<file path="src/rtl/mul_share_arbiter.sv">
// mul_share_arbiter
// Round-robin sharing of one external pipelined signed multiplier among
// REQ_N requesters. At most one operand pair is issued per clock. A tag pipe
// of MUL_LATENCY stages runs in lock-step with the multiplier enables, so
// each product is returned to its issuing requester with its info tag.
// aclken low freezes the arbiter, the tag pipe and the multiplier together.

module mul_share_arbiter #(
  parameter int REQ_N       = 2,
  parameter int OP_W        = 32,
  parameter int RES_W       = 64,
  parameter int INFO_W      = 2,
  parameter int MUL_LATENCY = 3,
  parameter int SIM_DELAY   = 1
) (
  input  logic                      aclk,
  input  logic                      aresetn,
  input  logic                      aclken,
  input  logic [REQ_N*OP_W-1:0]     req_op_a,
  input  logic [REQ_N*OP_W-1:0]     req_op_b,
  input  logic [REQ_N*INFO_W-1:0]   req_info,
  input  logic [REQ_N-1:0]          req_vld,
  output logic [REQ_N-1:0]          req_rdy,
  output logic [RES_W-1:0]          res,
  output logic [INFO_W-1:0]         res_info,
  output logic [REQ_N-1:0]          res_vld,
  output logic                      mul_clk,
  output logic [OP_W-1:0]           mul_op_a,
  output logic [OP_W-1:0]           mul_op_b,
  output logic [2:0]                mul_ce,
  input  logic [RES_W-1:0]          mul_res
);

  localparam int ID_W = (REQ_N > 1) ? $clog2(REQ_N) : 1;

  // Register updates carry no delay in RTL; SIM_DELAY only has to be sane.
  if (REQ_N < 2 || REQ_N > 4 || RES_W != 2 * OP_W || MUL_LATENCY < 1 || SIM_DELAY < 0)
  begin : g_param_check
    $error("mul_share_arbiter: unsupported parameter combination");
  end

  // Round-robin pointer: index of the most recently granted requester.
  logic [ID_W-1:0] ptr_q, ptr_d;

  // Last issued operands, held on the multiplier inputs while idle.
  logic [OP_W-1:0] op_a_q, op_a_d;
  logic [OP_W-1:0] op_b_q, op_b_d;

  // Tag pipe, one entry per enabled multiplier register stage.
  logic [MUL_LATENCY-1:0]             tag_vld_q, tag_vld_d;
  logic [MUL_LATENCY-1:0][ID_W-1:0]   tag_id_q, tag_id_d;
  logic [MUL_LATENCY-1:0][INFO_W-1:0] tag_info_q, tag_info_d;

  // Arbitration results.
  logic [REQ_N-1:0]  grant_oh;
  logic [ID_W-1:0]   grant_id;
  logic              grant_any;
  logic [ID_W-1:0]   scan_id;
  logic              handshake;

  // Granted slot contents.
  logic [OP_W-1:0]   sel_a;
  logic [OP_W-1:0]   sel_b;
  logic [INFO_W-1:0] sel_info;

  // Scan from ptr+1 upward and grant the first valid requester.
  always_comb begin
    grant_oh  = '0;
    grant_id  = '0;
    grant_any = 1'b0;
    scan_id   = '0;
    if (aclken) begin
      for (int k = 1; k <= REQ_N; k++) begin
        scan_id = ID_W'((int'(ptr_q) + k) % REQ_N);
        if (!grant_any && req_vld[scan_id]) begin
          grant_any         = 1'b1;
          grant_oh[scan_id] = 1'b1;
          grant_id          = scan_id;
        end
      end
    end
  end

  assign req_rdy   = grant_oh;
  assign handshake = |(req_vld & grant_oh);

  // Select the granted slot and compute next pointer / held operands.
  always_comb begin
    sel_a    = req_op_a[int'(grant_id) * OP_W +: OP_W];
    sel_b    = req_op_b[int'(grant_id) * OP_W +: OP_W];
    sel_info = req_info[int'(grant_id) * INFO_W +: INFO_W];
    ptr_d    = ptr_q;
    op_a_d   = op_a_q;
    op_b_d   = op_b_q;
    if (handshake) begin
      ptr_d  = grant_id;
      op_a_d = sel_a;
      op_b_d = sel_b;
    end
  end

  // Advance the tag pipe only when the multiplier pipe advances; empty slots move too.
  always_comb begin
    tag_vld_d  = tag_vld_q;
    tag_id_d   = tag_id_q;
    tag_info_d = tag_info_q;
    if (aclken) begin
      tag_vld_d[0]  = handshake;
      tag_id_d[0]   = grant_id;
      tag_info_d[0] = sel_info;
      for (int k = 1; k < MUL_LATENCY; k++) begin
        tag_vld_d[k]  = tag_vld_q[k-1];
        tag_id_d[k]   = tag_id_q[k-1];
        tag_info_d[k] = tag_info_q[k-1];
      end
    end
  end

  // State registers with synchronous active-low reset; reset drops in-flight ops.
  always_ff @(posedge aclk) begin
    if (!aresetn) begin
      ptr_q      <= ID_W'(REQ_N - 1);
      op_a_q     <= '0;
      op_b_q     <= '0;
      tag_vld_q  <= '0;
      tag_id_q   <= '0;
      tag_info_q <= '0;
    end else begin
      ptr_q      <= ptr_d;
      op_a_q     <= op_a_d;
      op_b_q     <= op_b_d;
      tag_vld_q  <= tag_vld_d;
      tag_id_q   <= tag_id_d;
      tag_info_q <= tag_info_d;
    end
  end

  // Route the completing product to its requester; nothing completes while frozen.
  always_comb begin
    res_vld = '0;
    for (int i = 0; i < REQ_N; i++) begin
      res_vld[i] = tag_vld_q[MUL_LATENCY-1] & aclken &
                   (tag_id_q[MUL_LATENCY-1] == ID_W'(i));
    end
  end

  assign res      = mul_res;
  assign res_info = tag_info_q[MUL_LATENCY-1];
  assign mul_clk  = aclk;
  assign mul_op_a = op_a_d;
  assign mul_op_b = op_b_d;
  assign mul_ce   = {3{aclken}};

endmodule
</file>
<file path="config.mk">
export PLATFORM = sky130hd
export DESIGN_NAME = mul_share_arbiter
export DESIGN_NICKNAME = d
export VERILOG_FILES = /design/src/rtl/mul_share_arbiter.sv
export SDC_FILE = /design/constraint.sdc
export NUM_CORES = 1
export LEC_CHECK = 0
export ABC_AREA = 1
export ABC_CLOCK_PERIOD_IN_PS = 3600
export CAP_MARGIN = 20
export CORE_AREA = 2 2 131 133
export CTS_CLUSTER_DIAMETER = 120
export CTS_CLUSTER_SIZE = 16
export DETAILED_ROUTE_END_ITERATION = 12
export DIE_AREA = 0 0 133 135
export HOLD_SLACK_MARGIN = 0.12
export PLACE_DENSITY = 0.84
export SYNTH_ARGS = -nofsm -noshare
export SYNTH_HDL_FRONTEND = slang
export SYNTH_SLANG_ARGS = --single-unit
</file>
<file path="constraint.sdc">
create_clock -name aclk -period 3.6 [get_ports aclk]
set_input_delay 0.72 -clock aclk [delete_from_list [all_inputs] [get_ports aclk]]
set_output_delay 0.72 -clock aclk [all_outputs]
set_load 0.03 [all_outputs]
</file>
### Word-level counts from Yosys, hierarchy flattened

Index checks and enable logic that the tools add are counted.

* add/subtract/negate cells: 2
* order comparisons: 4
* shifts and indexed selects: 3
* multiplexer cells: 19
* bitwise logic cells: 6
* reductions and logical operators: 5

Operators with widths (count)
* $shiftx 64x7->32: 2
* $mux 32: 2
* $mux 1: 11
* $mux 2: 4
* $lt 1x2->1 const B: 2
* $shiftx 4x3->2: 1
* $and 1x1->1: 3
* $logic_and 1x1->1: 3
* $add 1x1->1 const B: 2
* $and 2x2->2: 1
* $demux 1 s1: 2
* $ge 1x1->1 const B: 2
* $or 2x2->2: 1
* $reduce_or 2->1: 1
* $logic_not 1->1: 1
* $not 1->1: 1

* register bits after elaboration: 77
* output and inout port bits: 138
* logic and storage cells: 49

### Logic depth before layout (Yosys ltp)

Gate-level depths: netlist (run 1).

* depth after elaboration: 13
* gate-level depth with buffers: 9
* depth with buffers taken out: 8

==> results.yml, run 1 <==
outcome:
  status: "completed"
critical_path:
  cp.required_ns: 2.88
  crit_type: "input port to output pin"
  r2r_start: "ptr_q$_SDFFE_PN1P_"
  startpoint_type: "input port"
  crit_arrival_ns: 2.70
  endpoint_kind: "output pin"
  worstReg2RegEnd: "tag_info_q[0]$_SDFFE_PN0P_"
  r2r_slack_ns: 2.24
  r2r_cells: 9
  path_max_fanout: 46
placed_design:
  dp_hpwl_mm: 10.3
  gp_congestion: 0.789
  port_buffers: 210
power_and_ir_drop:
  pwr_density_cell_nw_per_um2: 406
  p_leak_uw: 0.00354
  power_uw: 3210
  peakVddDrop_v: 0.000532
timing:
  worst_pin_slew_ns: 0.591
  skew_ns: 0.00616
  rsz0062_at_grt: "false"
  post-route-period-util: 0.951
  min_period_ns: 3.42
  fmax_ghz: 0.292
  hold_viol: 0
  setup_viol: 0
  drv_slew: 0
  fin_setup_tns_ns: 0
  slew_headroom: 0.606
floorplan:
  io_pins: 339
  die_width_um: 133
  rows: 47
  core-area_sq_um: 16400
  die_h_um: 135
  start_util: 0.345
  fp.dieArea_sq_um: 18000
worst_hold_path:
  hold_depth: 2
  hold_end: "tag_id_q[0]$_SDFFE_PN0P_"
  holdCritPathClass: "register to register"
  min_from: "tag_id_q[0]$_SDFFE_PN0P_"
routing:
  dr.pass1.iters: 4
  viasPerCell: 4.35
  drc: 0
  drtIter0Drc: 98
  vias: 4669
  ant_nets: 0
  routed_wirelength_mm: 13.6
  wl_per_cell_um: 12.6
grt:
  grt_antenna_before_repair: 0
  overflow: 0
  grt_max_degree: 47
  grt_pass1_vias: 4546
  grt_usage: 0.148
  grt_pass1_wl_mm: 21.4
synth:
  yosysUniqueCellTypes: 25
  synth_simple_gate_area_frac: 0.501
  synth-seq-cells: 77
  synth_xor_xnor_area_share: 0
  yosysSeqAreaShare: 0.272
  syn_area_sq_um: 5660
  synth_compound_gate_area_share: 0.0119
  synth_area_per_cell_sq_um: 8.13
  synth_cells: 696
  synth_warnings: 0
  syn-num-nets: 897
  synth_mux_area_frac: 0
  synth_top_family_by_area: "simple AND/OR/NAND/NOR gates"
  synth_fa_ha_area_frac: 0
cts:
  worstSkewPairLatency_ns: 0.45
  post_cts_resized: 0
  hold_buffers: 0
  tritoncts: "built"
  post_cts_buffers: 0
  clkSlewWorstSetupHoldPaths_ns: 0.06
final_layout:
  antennaDiodeCount: 0
  fin_nets: 1050
  area_growth_pct: 39.7
  drive_gt1_frac: 0.446
job:
  drv_cap: 0
cell type report:
type | instances | area, sq um
timing repair buffer | 253 | 2500
fill | 1537 | 8500
multi-input combinational | 432 | 2920
clock buffer | 15 | 338
inverter | 72 | 274
clock inverter | 5 | 58.8
sequential | 77 | 1540
tap | 220 | 275
state kept, by name, summed over array words and instances, names as in the netlist:
| register | flops |
|---|---|
| tag_info_q | 4 |
| ptr_q | 1 |
| res_info | 2 |
| tag_id_q | 3 |
| op_b_q | 32 |
| tag_vld_q | 3 |
| op_a_q | 32 |
worst max-delay path by stage:
| stage | startpoint | to | slack [ns] |
|---|---|---|---|
| final | req_vld[0] | mul_op_b[30] | 0.18 |
| after global routing | aclken | mul_op_b[3] | 0.07 |
| after CTS | aclken | mul_op_b[1] | 0.15 |
| after detailed placement | aclken | mul_op_b[3] | 0.16 |
| after global placement | aclken | mul_op_b[6] | 0.20 |
| after floorplan | aclk | mul_clk | 0.93 |
power breakdown:
| part | total [uW] | internal [uW] | switching [uW] |
|---|---|---|---|
| Clock | 1150 | 735 | 414 |
| Sequential | 941 | 925 | 16.8 |
| Combinational | 1120 | 523 | 600 |
cell usage after synthesis:
library cell	number	area (sq um)
nand3_2	120	1200
nand3_1	10	50.1
buf_6	12	135
buf_4	76	571
nand2_1	67	251
nand2_2	72	450
buf_2	5	25.0
o211ai_1	1	7.51
buf_8	1	15.0
nand2_4	1	11.3
nor3_1	1	5.00
or2_1	36	225
nor2_1	23	86.3
buf_12	7	140
or2_2	28	175
and3_1	1	6.26
o21ai_0	8	40.0
inv_2	12	45.0
clkbuf_1	13	48.8
nor2_2	60	375
a21oi_1	4	20.0
clkbuf_2	1	5.00
inv_1	59	221
inv_4	1	6.26
dfxtp_1	77	1540
layer usage:
layer  track usage  part of all wire  vias to the layer above
met5             0                 0                        -
met4        0.0759             0.031                        0
met3        0.0420             0.072                       35
met2         0.257              0.49                      161
met1         0.166              0.41                     2099
li1              -                 -                     2374
critical path, cell delays in order:
cell	delay, ns
clkdlybuf4s50_1	0.54
nand2_1	0.12
nand2_4	0.12
buf_12	0.22
buf_4	0.18
nand3_2	0.07
nand2_2	0.07
inv_1	0.04
clkdlybuf4s50_1	0.58
layout by cell type (no fill, tap or decap), types with 11 or more instances in the layout:
| cell | instances |
|---|---|
| buf_4 | 56 |
| nand2_1 | 66 |
| nand3_2 | 120 |
| clkbuf_16 | 12 |
| inv_1 | 59 |
| clkdlybuf4s50_1 | 187 |
| nor2_2 | 60 |
| inv_2 | 11 |
| or2_1 | 36 |
| buf_12 | 11 |
| nor2_1 | 23 |
| or2_2 | 28 |
| nand2_2 | 71 |
| dfxtp_1 | 77 |
stage by stage:
stage               cell area [sq um]  hold slack (ns)  std cells  setup WS (ns)  utilization
detailed placement               7520            0.464       1055          0.163        0.458
finish                           7910            0.470       1074          0.176        0.482
floorplan                        5660            0.444        696          0.935            -
global placement                 7520            0.456       1055          0.200        0.458
CTS                              7910            0.474       1074          0.154        0.482
global route                     7910            0.510       1074         0.0689        0.482
logic make-up (layout without fill, tap and decap cells):
family                 Yosys count  count (layout)
AND/OR/NAND/NOR                419             419
AO/OA/AOI/OAI                   13              13
flip-flops                      77              77
buffers and inverters          187             345
(Power assumes the default switching activity.)
==> inputs of run 2 (changes only) <==
- ABC_CLOCK_PERIOD_IN_PS: 3600 -> 3200
- clock period: 3.6 -> 3.2 ns (I/O delays scaled with it)
==> results.yml, run 2 (synthesized netlist as in run 1, its figures left out) <==
grt:
  overflow: 0
  grt_antenna_before_repair: 0
  grt_pass1_wl_mm: 22.5
  grt_usage: 0.158
  grt_max_degree: 36
  grt_pass1_vias: 4604
floorplan:
  io_pins: 339
  die_h_um: 135
  rows: 47
  start_util: 0.345
  fp.dieArea_sq_um: 18000
  die_width_um: 133
  core-area_sq_um: 16400
worst_hold_path:
  holdCritPathClass: "register to register"
  hold_depth: 2
final_layout:
  area.sequential_sq_um: 1540
  drive_gt1_frac: 0.487
  multiInputGateArea_sq_um: 2920
  antennaDiodeCount: 0
  layout_common_cells: "clkdlybuf4s50_1 (145), nand3_2 (120), buf_4 (91)"
  final_util: 0.472
  layout_commonest_cell: "clkdlybuf4s50_1"
  fin_nets: 1046
  top_regs: "op_a_q x32, op_b_q x32, tag_info_q x4"
  n_fill_cell: 1594
  area_growth_pct: 36.9
power_and_ir_drop:
  p_sw_frac: 0.337
  intPower_uw: 2320
  power.switching_uw: 1180
  pwr_density_cell_nw_per_um2: 452
  seq_power_share: 0.303
  p_leak_uw: 0.00359
  clockPowerShare: 0.347
  peakVddDrop_v: 0.000367
  power_uw: 3500
  pwr-share-comb: 0.350
cts:
  clkSlewWorstSetupHoldPaths_ns: 0.06
  tritoncts: "built"
  worstSkewPairLatency_ns: 0.44
  post_cts_buffers: 0
routing:
  dr.pass1.iters: 4
  ant_nets: 0
  drc: 0
  drtIter0Drc: 82
  wl_per_cell_um: 13.4
  routed_wirelength_mm: 14.3
  viasPerCell: 4.39
  vias: 4697
timing:
  min_period_ns: 3.11
  fmax_ghz: 0.321
  setup_viol: 0
  whs_ns: 0.471
  fin_setup_tns_ns: 0
  slew_headroom: 0.750
  rsz0062_at_grt: "false"
  skew_ns: 0.00554
  hold_viol: 0
  worst_slack_ns: 0.0881
  worst_pin_slew_ns: 0.375
  drv_slew: 0
  post-route-period-util: 0.972
placed_design:
  port_buffers: 210
  gp_congestion: 0.813
  pre_cts_slack_ns: 0.0400
  dp_hpwl_mm: 11.0
critical_path:
  startpoint_type: "input port"
  endpoint_kind: "output pin"
  crit_arrival_ns: 2.47
  crit_type: "input port to output pin"
  r2r_cells: 7
  cp.required_ns: 2.56
  path_max_fanout: 12
job:
  drv_cap: 0
outcome:
  status: "completed"
## run 2: cell types whose count changed in the layout (fill, tap and decap cells not counted)
cell	previous run	this run
buf_12	11	9
buf_4	56	91
bufinv_16	1	0
clkbuf_8	2	1
clkdlybuf4s50_1	187	145
clkinv_4	1	0
clkinvlp_4	2	3
dlymetal6s2s_1	0	5
inv_6	0	2
## run 2: what timing repair did
action | 4_1_cts | 5_1_grt
endpoints found under the setup margin | 0 | 5
hold endpoints to repair | 0 | 0
hold buffers | 0 | 0
gates resized for setup | 0 | 5
## run 2: layer usage
metal  track usage  part of all wire  up-vias
li1              -                 -     2365
met1         0.179              0.42     2136
met2         0.271              0.48      157
met3        0.0417             0.063       39
met4        0.0884             0.037        0
met5             0                 0        -
## run 2: final cells by class
cell class / count / share of cell area
multi-input cells: 432 / 0.377
repair buffers: 249 / 0.306
flip-flops and latches: 77 / 0.199
clock buffers: 14 / 0.0418
well taps: 220 / 0.0355
inverters: 72 / 0.0354
clock inverters: 6 / 0.00582
## run 2: worst paths after layout
check                            start                        end  slack [ns]
min          tag_vld_q[2]$_SDFFE_PN0P_  tag_vld_q[2]$_SDFFE_PN0P_        0.47
min reg2reg  tag_vld_q[2]$_SDFFE_PN0P_  tag_vld_q[2]$_SDFFE_PN0P_        0.47
max                             aclken               mul_op_a[15]        0.09
max reg2reg         ptr_q$_SDFFE_PN1P_       op_b_q[0]$_SDFF_PN0_        1.80
## run 2: stage by stage
step	area [sq um]	cells
final	7740	1070
after global routing	7740	1070
after CTS	7730	1070
after detailed placement	7370	1051
after global placement	7370	1051
after floorplan	5660	696
## run 2: critical path: stages
cell             delay, ns
clkdlybuf4s50_1       0.48
nand2_1               0.16
nand2_4               0.09
buf_12                0.15
buf_4                 0.14
nand3_2               0.07
nand2_2               0.06
inv_2                 0.04
clkdlybuf4s50_1       0.65
## run 2: power groups by stage
| stage | Combinational [uW] | Clock, uW | Sequential [uW] |
|---|---|---|---|
| finish | 1220 | 1210 | 1060 |
| global placement | 1220 | 52.0 | 1080 |
| CTS | 1240 | 1260 | 1060 |
| global route | 1320 | 1300 | 1070 |
| detailed placement | 1240 | 52.0 | 1080 |
| floorplan | 919 | 46.8 | 1070 |
